==> src/rtl/xor_cipher_ctrl.sv <==
// xor_cipher_ctrl: session controller for a Galois-LFSR XOR stream cipher.
// It handles seed/tap config and warm-up discard, then XORs each byte with 8 serially generated keystream bits.
module xor_cipher_ctrl #(
  parameter int          WARMUP       = 64,
  parameter logic [31:0] DEFAULT_SEED = 32'h55,
  parameter logic [31:0] DEFAULT_TAPS = 32'h80200003
) (
  input  logic        clk,
  input  logic        rst,
  input  logic        cfg_load,
  input  logic [31:0] cfg_seed,
  input  logic [31:0] cfg_taps,
  input  logic        start,
  input  logic        stop,
  input  logic        s_valid,
  output logic        s_ready,
  input  logic [7:0]  s_data,
  output logic        m_valid,
  input  logic        m_ready,
  output logic [7:0]  m_data,
  output logic        busy,
  output logic [15:0] byte_count
);
  typedef enum logic [2:0] {ST_IDLE, ST_WARM, ST_ACCEPT, ST_GEN, ST_OUT} state_t;
  state_t      state_q, state_d;
  logic [31:0] seed_q, seed_d, taps_q, taps_d, lfsr_q, lfsr_d, cnt_q, cnt_d;
  logic [31:0] lfsr_step, new_seed;
  logic [2:0]  bit_q, bit_d;
  logic [6:0]  ks_q, ks_d;
  logic [7:0]  data_q, data_d, m_data_q, m_data_d;
  logic [15:0] count_q, count_d;
  logic        m_valid_q, m_valid_d, stop_pend_q, stop_pend_d;
  assign lfsr_step = lfsr_q[0] ? (lfsr_q >> 1) ^ taps_q : lfsr_q >> 1;
  assign new_seed  = (cfg_seed == '0) ? DEFAULT_SEED : cfg_seed;
  always_comb begin
    state_d     = state_q;
    seed_d      = seed_q;
    taps_d      = taps_q;
    lfsr_d      = lfsr_q;
    cnt_d       = cnt_q;
    bit_d       = bit_q;
    ks_d        = ks_q;
    data_d      = data_q;
    m_data_d    = m_data_q;
    m_valid_d   = m_valid_q;
    count_d     = count_q;
    stop_pend_d = stop_pend_q;
    case (state_q)
      ST_IDLE: begin
        seed_d = cfg_load ? new_seed : seed_q;
        taps_d = cfg_load ? cfg_taps : taps_q;
        if (start) begin
          lfsr_d  = cfg_load ? new_seed : seed_q;
          count_d = '0;
          cnt_d   = '0;
          state_d = (WARMUP == 0) ? ST_ACCEPT : ST_WARM;
        end
      end
      ST_WARM: begin
        lfsr_d  = lfsr_step;
        cnt_d   = cnt_q + 32'd1;
        state_d = stop ? ST_IDLE : (cnt_q + 32'd1 == 32'(WARMUP)) ? ST_ACCEPT : ST_WARM;
      end
      ST_ACCEPT: begin
        if (stop) state_d = ST_IDLE;
        else if (s_valid) begin
          data_d  = s_data;
          bit_d   = '0;
          state_d = ST_GEN;
        end
      end
      ST_GEN: begin
        // keystream bits shift in at the top so bit 0 lands at ks_q[0] after 7 steps
        lfsr_d      = lfsr_step;
        ks_d        = {lfsr_q[0], ks_q[6:1]};
        bit_d       = bit_q + 3'd1;
        stop_pend_d = stop_pend_q | stop;
        if (bit_q == 3'd7) begin
          m_data_d  = data_q ^ {lfsr_q[0], ks_q};
          m_valid_d = 1'b1;
          state_d   = ST_OUT;
        end
      end
      ST_OUT: begin
        stop_pend_d = stop_pend_q | stop;
        if (m_ready) begin
          m_valid_d = 1'b0;
          count_d   = count_q + 16'd1;
          state_d   = (stop_pend_q | stop) ? ST_IDLE : ST_ACCEPT;
        end
      end
      default: state_d = ST_IDLE;
    endcase
    if (state_d == ST_IDLE) stop_pend_d = 1'b0;
  end
  always_ff @(posedge clk) begin
    if (rst) begin
      state_q     <= ST_IDLE;
      seed_q      <= DEFAULT_SEED;
      taps_q      <= DEFAULT_TAPS;
      lfsr_q      <= DEFAULT_SEED;
      cnt_q       <= '0;
      bit_q       <= '0;
      ks_q        <= '0;
      data_q      <= '0;
      m_data_q    <= '0;
      m_valid_q   <= 1'b0;
      count_q     <= '0;
      stop_pend_q <= 1'b0;
    end else begin
      state_q     <= state_d;
      seed_q      <= seed_d;
      taps_q      <= taps_d;
      lfsr_q      <= lfsr_d;
      cnt_q       <= cnt_d;
      bit_q       <= bit_d;
      ks_q        <= ks_d;
      data_q      <= data_d;
      m_data_q    <= m_data_d;
      m_valid_q   <= m_valid_d;
      count_q     <= count_d;
      stop_pend_q <= stop_pend_d;
    end
  end
  assign s_ready    = (state_q == ST_ACCEPT);
  assign busy       = (state_q != ST_IDLE);
  assign m_valid    = m_valid_q;
  assign m_data     = m_data_q;
  assign byte_count = count_q;
endmodule
==> config.mk <==
export PLATFORM = sky130hd
export DESIGN_NAME = xor_cipher_ctrl
export DESIGN_NICKNAME = d
export VERILOG_FILES = /design/src/rtl/xor_cipher_ctrl.sv
export SDC_FILE = /design/constraint.sdc
export NUM_CORES = 1
export LEC_CHECK = 0
export CAP_MARGIN = 30
export CELL_PAD_IN_SITES_DETAIL_PLACEMENT = 0
export CELL_PAD_IN_SITES_GLOBAL_PLACEMENT = 1
export CORE_MARGIN = 2
export CORE_UTILIZATION = 41
export CTS_CLUSTER_DIAMETER = 40
export DETAILED_ROUTE_END_ITERATION = 10
export GPL_ROUTABILITY_DRIVEN = 0
export GPL_TIMING_DRIVEN = 1
export PLACE_DENSITY = 0.87
export SYNTH_ARGS = -nofsm -noshare
export SYNTH_HDL_FRONTEND = slang
export SYNTH_SLANG_ARGS = --single-unit
export TNS_END_PERCENT = 1
==> constraint.sdc <==
create_clock -name clk -period 3.9 [get_ports clk]
set_input_delay 0.78 -clock clk [delete_from_list [all_inputs] [get_ports clk]]
set_output_delay 0.78 -clock clk [all_outputs]
set_load 0.02 [all_outputs]
==> out/qor.csv <==
metric;value;unit
status;completed;
startpoint class of the critical path;flop;
Clock Tree Buf Depth;2;
Starting Density;41.4;%
Arrival @ worst endpoint;3.45;ns
I/O Buffers;105;
DR vias;7633;
FMAX;318;MHz
Final #Nets;1166;
total die area;21400;um^2
hold buffers post-CTS;0;
Mapped Nets;1117;
final hold vios;0;
Die Span Y;146;um
power per standard cell area;408;nW/um^2
leading cell type in the layout, fill and taps excluded;nand2_1;
largest net degree at the start of global routing;80;
initial antenna violation count;0;
Setup Skew;0.00950;ns
layout cells sized above 1;5.30;%
Num CTS Buffers;17;
ratio of final minimum period to clock period;80.5;%
number of global-route vias before repair;7077;
top_reg_cell synth;dfxtp_1;
global routing met2 resource utilization;31.5;%
CTS Sinks;175;
Post-synth EDFFs;0;
HPWL Detailed;13.8;mm
Critical Path RT;4.20;ns
Synth top area share;42.3;%
top post-synthesis cells by area;dfxtp_1 42%, nand2_1 8.2%, a21oi_1 5.0%;
Slew headroom;42.4;%
Design Area, Final;10100;um^2
VDD IR max;0.326;mV
distinct cell type count after synthesis;56;
Leakage;0.00346;uW
Synth Area per Inst;8.01;um^2
async set or reset register ratio after synthesis;0;%
Ports;106;
# Post-CTS Setup Buffers;0;
Critical Path Sink Type;flop;
DRC Markers;0;
Cells after Synth;1034;
#FFs+latches synth;175;
# setup viols final;0;
placed cell area;9500;um^2
antenna cells;0;
Synth warnings;0;
first-pass iteration count of the detailed router;5;
Pins Over Slew Limit;0;
Core ar.;20000;um^2
crit path time final;3.14;ns
slew of the pin with the lowest slew margin;0.858;ns
DRT antenna net count;0;
Post-Route WL;21.2;mm
H-tree levels;4;
max_cap viols;0;
met3 Use GR;3.88;%
Clk Latency, worst-skew pair;0.43;ns
row cnt;52;
critical path type;flop to flop;
vias per cell;5.60;
Clock Tree Root;clkbuf_16;
post-synth top area cell;dfxtp_1;
CP Max Fanout;10;
commonest cells after routing, fill and taps aside;181 x nand2_1, 175 x dfxtp_1, 104 x clkdlybuf4s50_1, 93 x nor2_1, 83 x a21oi_1;
grt peak-use layer;met2;
M1 GR Usage;28.3;%
CTS clk-pin slew, worst paths;0.06;ns
die span in x;146;um
Syn Std Cell Area;8290;um^2
TritonCTS clock tree;done;
wire length per cell;15.6;um
first-pass GRT wire length;35.6;mm
post-synthesis sequential area ratio;42.3;%
Hold Path Class;flop to flop;
RSZ-0062 raised after global routing;no;
setup TNS;0;ns
Synth-to-Final Area Change;21.9;%
GRT Total Usage;20.0;%
gr ovfl total;0;
DR iter-0 viols;598;
PostCTS Resize Cnt;0;
==> critical path: stages, from the launching register on <==
cell,delay (ns)
dfxtp_1,0.52
nand4_4,0.21
nor4_1,0.75
xor2_1,0.13
or4_1,0.60
nor4_2,0.18
o2111ai_1,0.20
o41a_1,0.43
==> sequential cells by signal (all words and copies together) (netlist names) <==
| register | cells |
|---|---|
| m_valid | 1 |
| m_data | 8 |
| byte_count | 16 |
| cnt_q | 32 |
| state_q | 3 |
| bit_q | 3 |
| lfsr_q | 32 |
| stop_pend_q | 1 |
| taps_q | 32 |
| ks_q | 7 |
| data_q | 8 |
| seed_q | 32 |
==> cells by family after synthesis <==
logic type | count (synthesis) | synth area share, %
compound gates | 252 | 20.7
xor+xnor | 59 | 6.24
fa+ha+maj | 4 | 0.604
buf+inv | 99 | 4.56
flops | 175 | 42.3
mux | 4 | 0.498
simple gates | 441 | 25.1
==> path summary, 6_finish.rpt <==
kind | end | from | slack, ns | cells past startpoint
max | state_q[0]$_SDFF_PP0_ | cnt_q[2]$_SDFFE_PP0P_ | 0.76 | 7
min reg2reg | taps_q[19]$_SDFFE_PP0P_ | taps_q[19]$_SDFFE_PP0P_ | 0.45 | 2
max reg2reg | state_q[0]$_SDFF_PP0_ | cnt_q[2]$_SDFFE_PP0P_ | 0.76 | 7
min | taps_q[19]$_SDFFE_PP0P_ | taps_q[19]$_SDFFE_PP0P_ | 0.45 | 2
==> power breakdown <==
group          switching [uW]  total [uW]  internal (uW)
Combinational             262         469            206
Sequential               53.9        1920           1870
Clock                     696        1730           1040
==> Yosys cell counts, types with 3 or more instances <==
cell / number
nand2_1: 182
dfxtp_1: 175
nor2_1: 95
clkbuf_1: 86
a21oi_1: 83
nor3_1: 44
xor2_1: 44
a22oi_1: 29
a221oi_1: 28
nand3_1: 28
a2111oi_0: 27
o21ai_0: 24
nand4_1: 15
xnor2_1: 15
a211oi_1: 12
nor4_1: 12
a311oi_1: 11
a31oi_1: 10
and3_1: 10
or3_1: 9
and4_1: 8
nand3b_1: 8
inv_1: 7
nand2b_1: 7
o22ai_1: 5
and2_1: 4
buf_2: 4
ha_1: 4
o211a_1: 4
o221ai_1: 4
mux2i_1: 3
nand4b_1: 3
o211ai_1: 3
or4_1: 3
==> metal layers <==
metal | vias up | wire, um
met3 | 21 | 1020
met2 | 206 | 9680
met1 | 3586 | 10300
met5 | - | 0
met4 | 0 | 215
li1 | 3820 | -
==> through the flow <==
stage,hold WS [ns],utilization (%),total power [uW],instances,setup slack [ns]
after floorplan,0.436,-,2230,1034,1.19
after global placement,0.443,47.2,2410,1332,0.804
after detailed placement,0.446,47.4,2420,1334,0.795
after CTS,0.455,50.4,4160,1364,0.778
after global routing,0.469,50.4,4300,1364,0.535
final,0.455,50.4,4120,1364,0.759
==> area by class of cell <==
class	instances	area [um^2]
Multi-Input combinational cell	760	4420
Tap cell	270	338
Sequential cell	175	3500
Clock inverter	9	135
Clock buffer	21	460
Fill cell	2001	9940
Inverter	7	26.3
Timing Repair Buffer	122	1220
Note: power is estimated with default switching activity, not from simulation.
